### src/rtl/serial_rx_mc.sv
// serial_rx_mc: multi-lane serial capture keyed to a shared 32-bit cnt timebase
// Ports: clk, rst (async, active-high); start arms a capture from idle;
//   a[P_NCH] one serial bit per lane; nbits/n0/n1/msb_first capture config
//   latched on start; cnt shared free-running timebase;
//   busy high while a capture is in flight; data lane k at [k*W +: W];
//   valid one-cycle strobe with data; overrun one-cycle pulse on start while busy.
// Optional: SERIAL_RX_MC_PARITY_EN samples one even-parity bit per lane after
//   the data bits and adds parity_err[P_NCH], registered with data.
module serial_rx_mc #(
  parameter int P_NCH = 4,
  parameter int P_DATA_WIDTH = 64,
  parameter int P_NBITS_W = 8
) (
  input  logic clk,
  input  logic rst,
  input  logic start,
  input  logic [P_NCH-1:0] a,
  input  logic [P_NBITS_W-1:0] nbits,
  input  logic [31:0] n0,
  input  logic [31:0] n1,
  input  logic msb_first,
  input  logic [31:0] cnt,
  output logic busy,
  output logic [P_NCH*P_DATA_WIDTH-1:0] data,
  output logic valid,
  output logic overrun
`ifdef SERIAL_RX_MC_PARITY_EN
  ,
  output logic [P_NCH-1:0] parity_err
`endif
);
  localparam int W = P_DATA_WIDTH;
  localparam logic [P_NBITS_W-1:0] NB_MAX = P_NBITS_W'(P_DATA_WIDTH);
  localparam logic [P_NBITS_W-1:0] ONE = P_NBITS_W'(1);
  typedef enum logic [1:0] {IDLE, SHIFT, DONE} state_t;
  state_t state, state_n;
  logic [31:0] t_next, i_n1;
  logic [P_NBITS_W-1:0] nb, bit_cnt, nb_in;
  logic msb_r, hit, last, take, accept;
  logic [P_NCH-1:0][W-1:0] sr, sr_n;
  assign busy = state != IDLE;
  assign accept = state == IDLE && start;
  assign nb_in = nbits == '0 ? ONE : nbits > NB_MAX ? NB_MAX : nbits;
  assign hit = state == SHIFT && cnt == t_next;
`ifdef SERIAL_RX_MC_PARITY_EN
  logic [P_NCH-1:0] par, perr;
  // The parity bit is the sample after the last data bit and never enters sr.
  assign last = bit_cnt == nb;
  assign take = hit && !last;
  always_comb begin
    perr = '0;
    for (int k = 0; k < P_NCH; k++) perr[k] = ^sr[k] ^ par[k];
  end
  always_ff @(posedge clk or posedge rst) begin
    if (rst) begin
      par <= '0;
      parity_err <= '0;
    end else begin
      if (accept) par <= '0;
      else if (hit && last) par <= a;
      if (state == DONE) parity_err <= perr;
    end
  end
`else
  assign last = bit_cnt == nb - ONE;
  assign take = hit;
`endif
  // sr is cleared on start, so the LSB-first indexed write can be an OR.
  always_comb begin
    sr_n = sr;
    for (int k = 0; k < P_NCH; k++)
      sr_n[k] = msb_r ? {sr[k][W-2:0], a[k]} : sr[k] | (W'(a[k]) << bit_cnt);
  end
  always_comb begin
    state_n = state;
    case (state)
      IDLE: state_n = start ? SHIFT : IDLE;
      SHIFT: state_n = hit && last ? DONE : SHIFT;
      DONE: state_n = IDLE;
      default: state_n = IDLE;
    endcase
  end
  always_ff @(posedge clk or posedge rst) begin
    if (rst) begin
      state <= IDLE;
      t_next <= '0;
      i_n1 <= '0;
      nb <= '0;
      bit_cnt <= '0;
      msb_r <= 1'b0;
      sr <= '0;
      data <= '0;
      valid <= 1'b0;
      overrun <= 1'b0;
    end else begin
      state <= state_n;
      valid <= state == DONE;
      overrun <= start && state != IDLE;
      if (accept) begin
        t_next <= cnt + (n0 == '0 ? 32'd1 : n0);
        i_n1 <= n1 == '0 ? 32'd1 : n1;
        nb <= nb_in;
        msb_r <= msb_first;
        bit_cnt <= '0;
        sr <= '0;
      end
      if (hit) begin
        bit_cnt <= bit_cnt + ONE;
        t_next <= t_next + i_n1;
      end
      if (take) sr <= sr_n;
      if (state == DONE) data <= sr;
    end
  end
endmodule

### config.mk
export PLATFORM = sky130hd
export DESIGN_NAME = serial_rx_mc
export DESIGN_NICKNAME = d
export VERILOG_FILES = /design/src/rtl/serial_rx_mc.sv
export SDC_FILE = /design/constraint.sdc
export NUM_CORES = 2
export LEC_CHECK = 0
export BUFFER_PORTS_ARGS = -buffer_cell sky130_fd_sc_hd__buf_2
export CAP_MARGIN = 15
export CORE_MARGIN = 8
export CORE_UTILIZATION = 55
export CTS_BUF_LIST = sky130_fd_sc_hd__clkbuf_2
export CTS_CLUSTER_DIAMETER = 60
export DETAILED_ROUTE_END_ITERATION = 12
export PLACE_DENSITY = 0.82
export SYNTH_ARGS = -nofsm -noshare
export SYNTH_HDL_FRONTEND = slang
export SYNTH_SLANG_ARGS = --single-unit
### constraint.sdc
create_clock -name clk -period 19.3 [get_ports clk]
set_input_delay 2.895 -clock clk [delete_from_list [all_inputs] [get_ports clk]]
set_output_delay 2.895 -clock clk [all_outputs]
set_load 0.005 [all_outputs]
==> metrics.md <==
| Metric | Value |
|---|---|
| Final period utilization | `0.297` |
| PwrDens | `roughly 74 nW/um^2` |
| CTS Root Cell | `clkbuf_2` |
| Register area share after synthesis | `0.501` |
| Synthesized area | `just under 30000 sq um` |
| Met2 Usage GRT | `0.446` |
| Number of enable flip-flop cells after synthesis | `0` |
| Startpoint Class | `primary input` |
| Arrival time worst endpoint | `around 7.0 ns` |
| GRT Util Overall | `0.301` |
| Setup TNS | `0 ns` |
| Unrepaired setup endpoints after global routing | `false` |
| Slew headroom | `0.110` |
| Number of global-route vias before repair | `around 26000` |
| Vias per cell | `approximately 6` |
| Grt met3 use | `0.0796` |
| Dominant synthesized flop cell | `dfrtp_1` |
| Initial core utilization | `0.555` |
| Met1 GRT Util | `0.411` |
| Crit path time final | `5.73 ns` |
| Final setup vio count | `0` |
| Grt peak-use layer | `met2` |
| Share of the synthesized area in the top cell type | `0.501` |
| Inserted Clock Buffers | `between 150 and 200` |
| Postcts setup bufs | `0` |
| Top post-synthesis cells by area | `dfrtp_1 (50%), nand2_1 (12%), a21oi_1 (5.7%)` |
| Hold_buf cts | `0` |
| Drt wl/cell | `20.6 microns` |
| Final WL | `95600 microns` |
| PortBufs | `370` |
| Largest net degree at the start of global routing | `roughly 260` |
| Area of the multi-input gates | `around 14000 sq um` |
| Final net count | `4018` |
| Syn Area/Cell | `8.41 sq um` |
| Peak supply drop | `55.7 uV` |
| Fill cells | `~4700` |
| Yosys cell types | `between 60 and 70` |
| Highest Clock Rate | `between 150 and 200 MHz` |
| FFs w/ async S/R, synth | `1.00` |
| Fin. max-slew vios | `0` |
| Clock-pin slew on the worst setup and hold paths | `~0.10 ns` |
| GRT overflow | `0` |
| Via count | `about 27000` |
| Worst Path Required | `roughly 21 ns` |
| Syn-to-layout area delta | `11.4%` |
| First-pass GRT wire length | `roughly 150000 microns` |
| Tightest Pin Transition | `1.33 ns` |
| Clock Skew | `0.155 ns` |
| Worst setup EP type | `register` |
| Syn Inst Count | `approximately 3500` |
| CTS tree | `done` |
| DRC marker count from the first detailed-route iteration | `about 3200` |
| Hold Vio Cnt, Final | `0` |
| Top post-synthesis cells by count | `nand2_1 (973), dfrtp_1 (597), nor2_1 (345)` |
| Clk buf depth | `3` |
| Die W | `249 microns` |
| RR Startpoint | `t_next[31]$_DFFE_PP0P_` |
| 1st-pass router iterations | `8` |
| Worst setup endpoint | `sr[44]$_DFFE_PP0P_` |
| HPWL Detailed | `around 63000 microns` |
| DRC errors left | `0` |
| H-tree depth | `4` |
| Worst reg2reg endpoint | `sr[44]$_DFFE_PP0P_` |
| Area leader, netlist | `dfrtp_1` |
| HP Class | `register to register` |
| Synth Register Bits | `just under 600` |
| Final core utilization | `0.618` |
| Resize count post-CTS | `0` |
| Status | `finished clean` |
| Initial antenna violation count | `3` |
| Die height | `roughly 250 microns` |
| CP Launch Point | `cnt[31]` |
| Post-route ant nets | `0` |
| Die area | `about 62000 sq um` |
| Synth warnings | `0` |
| Critical path class | `primary input to register` |
| # clock sinks | `a little under 600` |
| Total core area | `about 54000 sq um` |
| FP Rows | `85` |
| R2r setup slk | `between 10 and 15 ns` |
| Cell with the most instances after synthesis | `nand2_1` |
| Worst-skew pair later-pin latency | `1.43 ns` |
| Max Cap Viol | `0` |
| R2R depth | `9` |
| I/O Pins | `371` |
| Mapped Nets | `about 3700` |
| Routability Congestion | `about 0.95` |
| Share of cells above drive strength 1 | `0.170` |
| Leakage | `about 19 nW` |
| Peak fanout along the critical path | `a little over 90` |
| FF/Latch Area | `between 10000 and 15000 sq um` |
sequential cells by signal, indices dropped and copies added (netlist names):
signal / flops
bit_cnt: 8
data: 256
i_n1: 32
msb_r: 1
nb: 8
overrun: 1
sr: 256
state: 2
t_next: 32
valid: 1
worst min path at each step:
stage                              start                     to  slack [ns]  depth (start not counted)
finish                sr[29]$_DFFE_PP0P_   data[29]$_DFFE_PP0P_        0.44                          2
global route          sr[29]$_DFFE_PP0P_   data[29]$_DFFE_PP0P_        0.48                          2
CTS                   sr[29]$_DFFE_PP0P_   data[29]$_DFFE_PP0P_        0.47                          2
detailed placement   data[6]$_DFFE_PP0P_    data[6]$_DFFE_PP0P_        0.46                          2
global placement    data[37]$_DFFE_PP0P_   data[37]$_DFFE_PP0P_        0.45                          2
floorplan            sr[127]$_DFFE_PP0P_  data[127]$_DFFE_PP0P_        0.44                          2
layout by cell type (no fill, tap or decap), types with 5 or more instances in the layout:
master    count
a211oi_1     21
a21o_1      181
a21oi_1     338
a22oi_1       8
a31o_2        6
a31oi_1       9
and2_1        8
and3_1        9
buf_2       370
buf_4        27
clkbuf_2    213
clkinv_1     23
dfrtp_1     596
ha_1         64
inv_1        21
mux2i_1       5
nand2_1     971
nand2b_1     19
nand3_1      31
nand4_1      12
nor2_1      341
nor2_2        5
nor2b_1      13
nor3_1       17
nor4_1       21
o211ai_1      9
o21a_1        8
o21ai_0     305
o21ai_1       9
o21bai_1     96
xnor2_1      52
xor2_1       44
per-stage QoR:
| stage | hold slack (ns) | std cells | power [W] | area [sq um] | setup WS [ns] |
|---|---|---|---|---|---|
| 2_1_floorplan | 0.440 | 3546 | 0.00151 | 29800 | 8.26 |
| 3_3_place_gp | 0.452 | 4379 | 0.00159 | 31800 | 12.26 |
| 3_5_place_dp | 0.457 | 4379 | 0.00159 | 31800 | 12.28 |
| 4_1_cts | 0.471 | 4633 | 0.00245 | 33200 | 13.68 |
| 5_1_grt | 0.476 | 4638 | 0.00255 | 33200 | 13.54 |
| 6_report | 0.445 | 4638 | 0.00244 | 33200 | 13.57 |
kinds of logic after synthesis:
logic type / count (synthesis) / share of synthesized area
fa+ha+maj: 66 / 0.0282
mux: 9 / 0.00319
simple gates: 1474 / 0.197
buf+inv: 286 / 0.0374
flops: 597 / 0.501
compound gates: 1018 / 0.205
xor+xnor: 96 / 0.0282
final cells by class:
class | count | share of cell area
Timing Repair Buffer | 401 | 0.0645
Antenna cell | 4 | 0.000301
Clock buffer | 213 | 0.0321
Tap cell | 696 | 0.0262
Multi-Input combinational cell | 2663 | 0.416
Sequential cell | 597 | 0.450
Clock inverter | 41 | 0.00795
Inverter | 23 | 0.00294
worst max-delay path, cell delays in order:
cell and delay [ns]:
buf_2 0.12, xnor2_1 0.20, nand4_1 0.10, or4b_1 0.54, nor2_1 0.14, and4_4 0.86
buf_4 0.77, buf_4 0.86, a21oi_1 0.16, nor2_1 0.14
power breakdown:
group	switching [W]	leakage [nW]	internal (W)
Sequential	0.0000195	8.27	0.00127
Combinational	0.000168	9.82	0.000114
Clock	0.000543	1.01	0.000328
metal layers:
layer  routed length, microns  part of all wire  vias up
met5                       13           0.00014        -
met4                     3930             0.041        2
met3                     9230             0.097      263
met2                    42500              0.44     1418
met1                    40000              0.42    13000
li1                         -                 -    12500
Note: power is estimated with default switching activity, not from simulation.
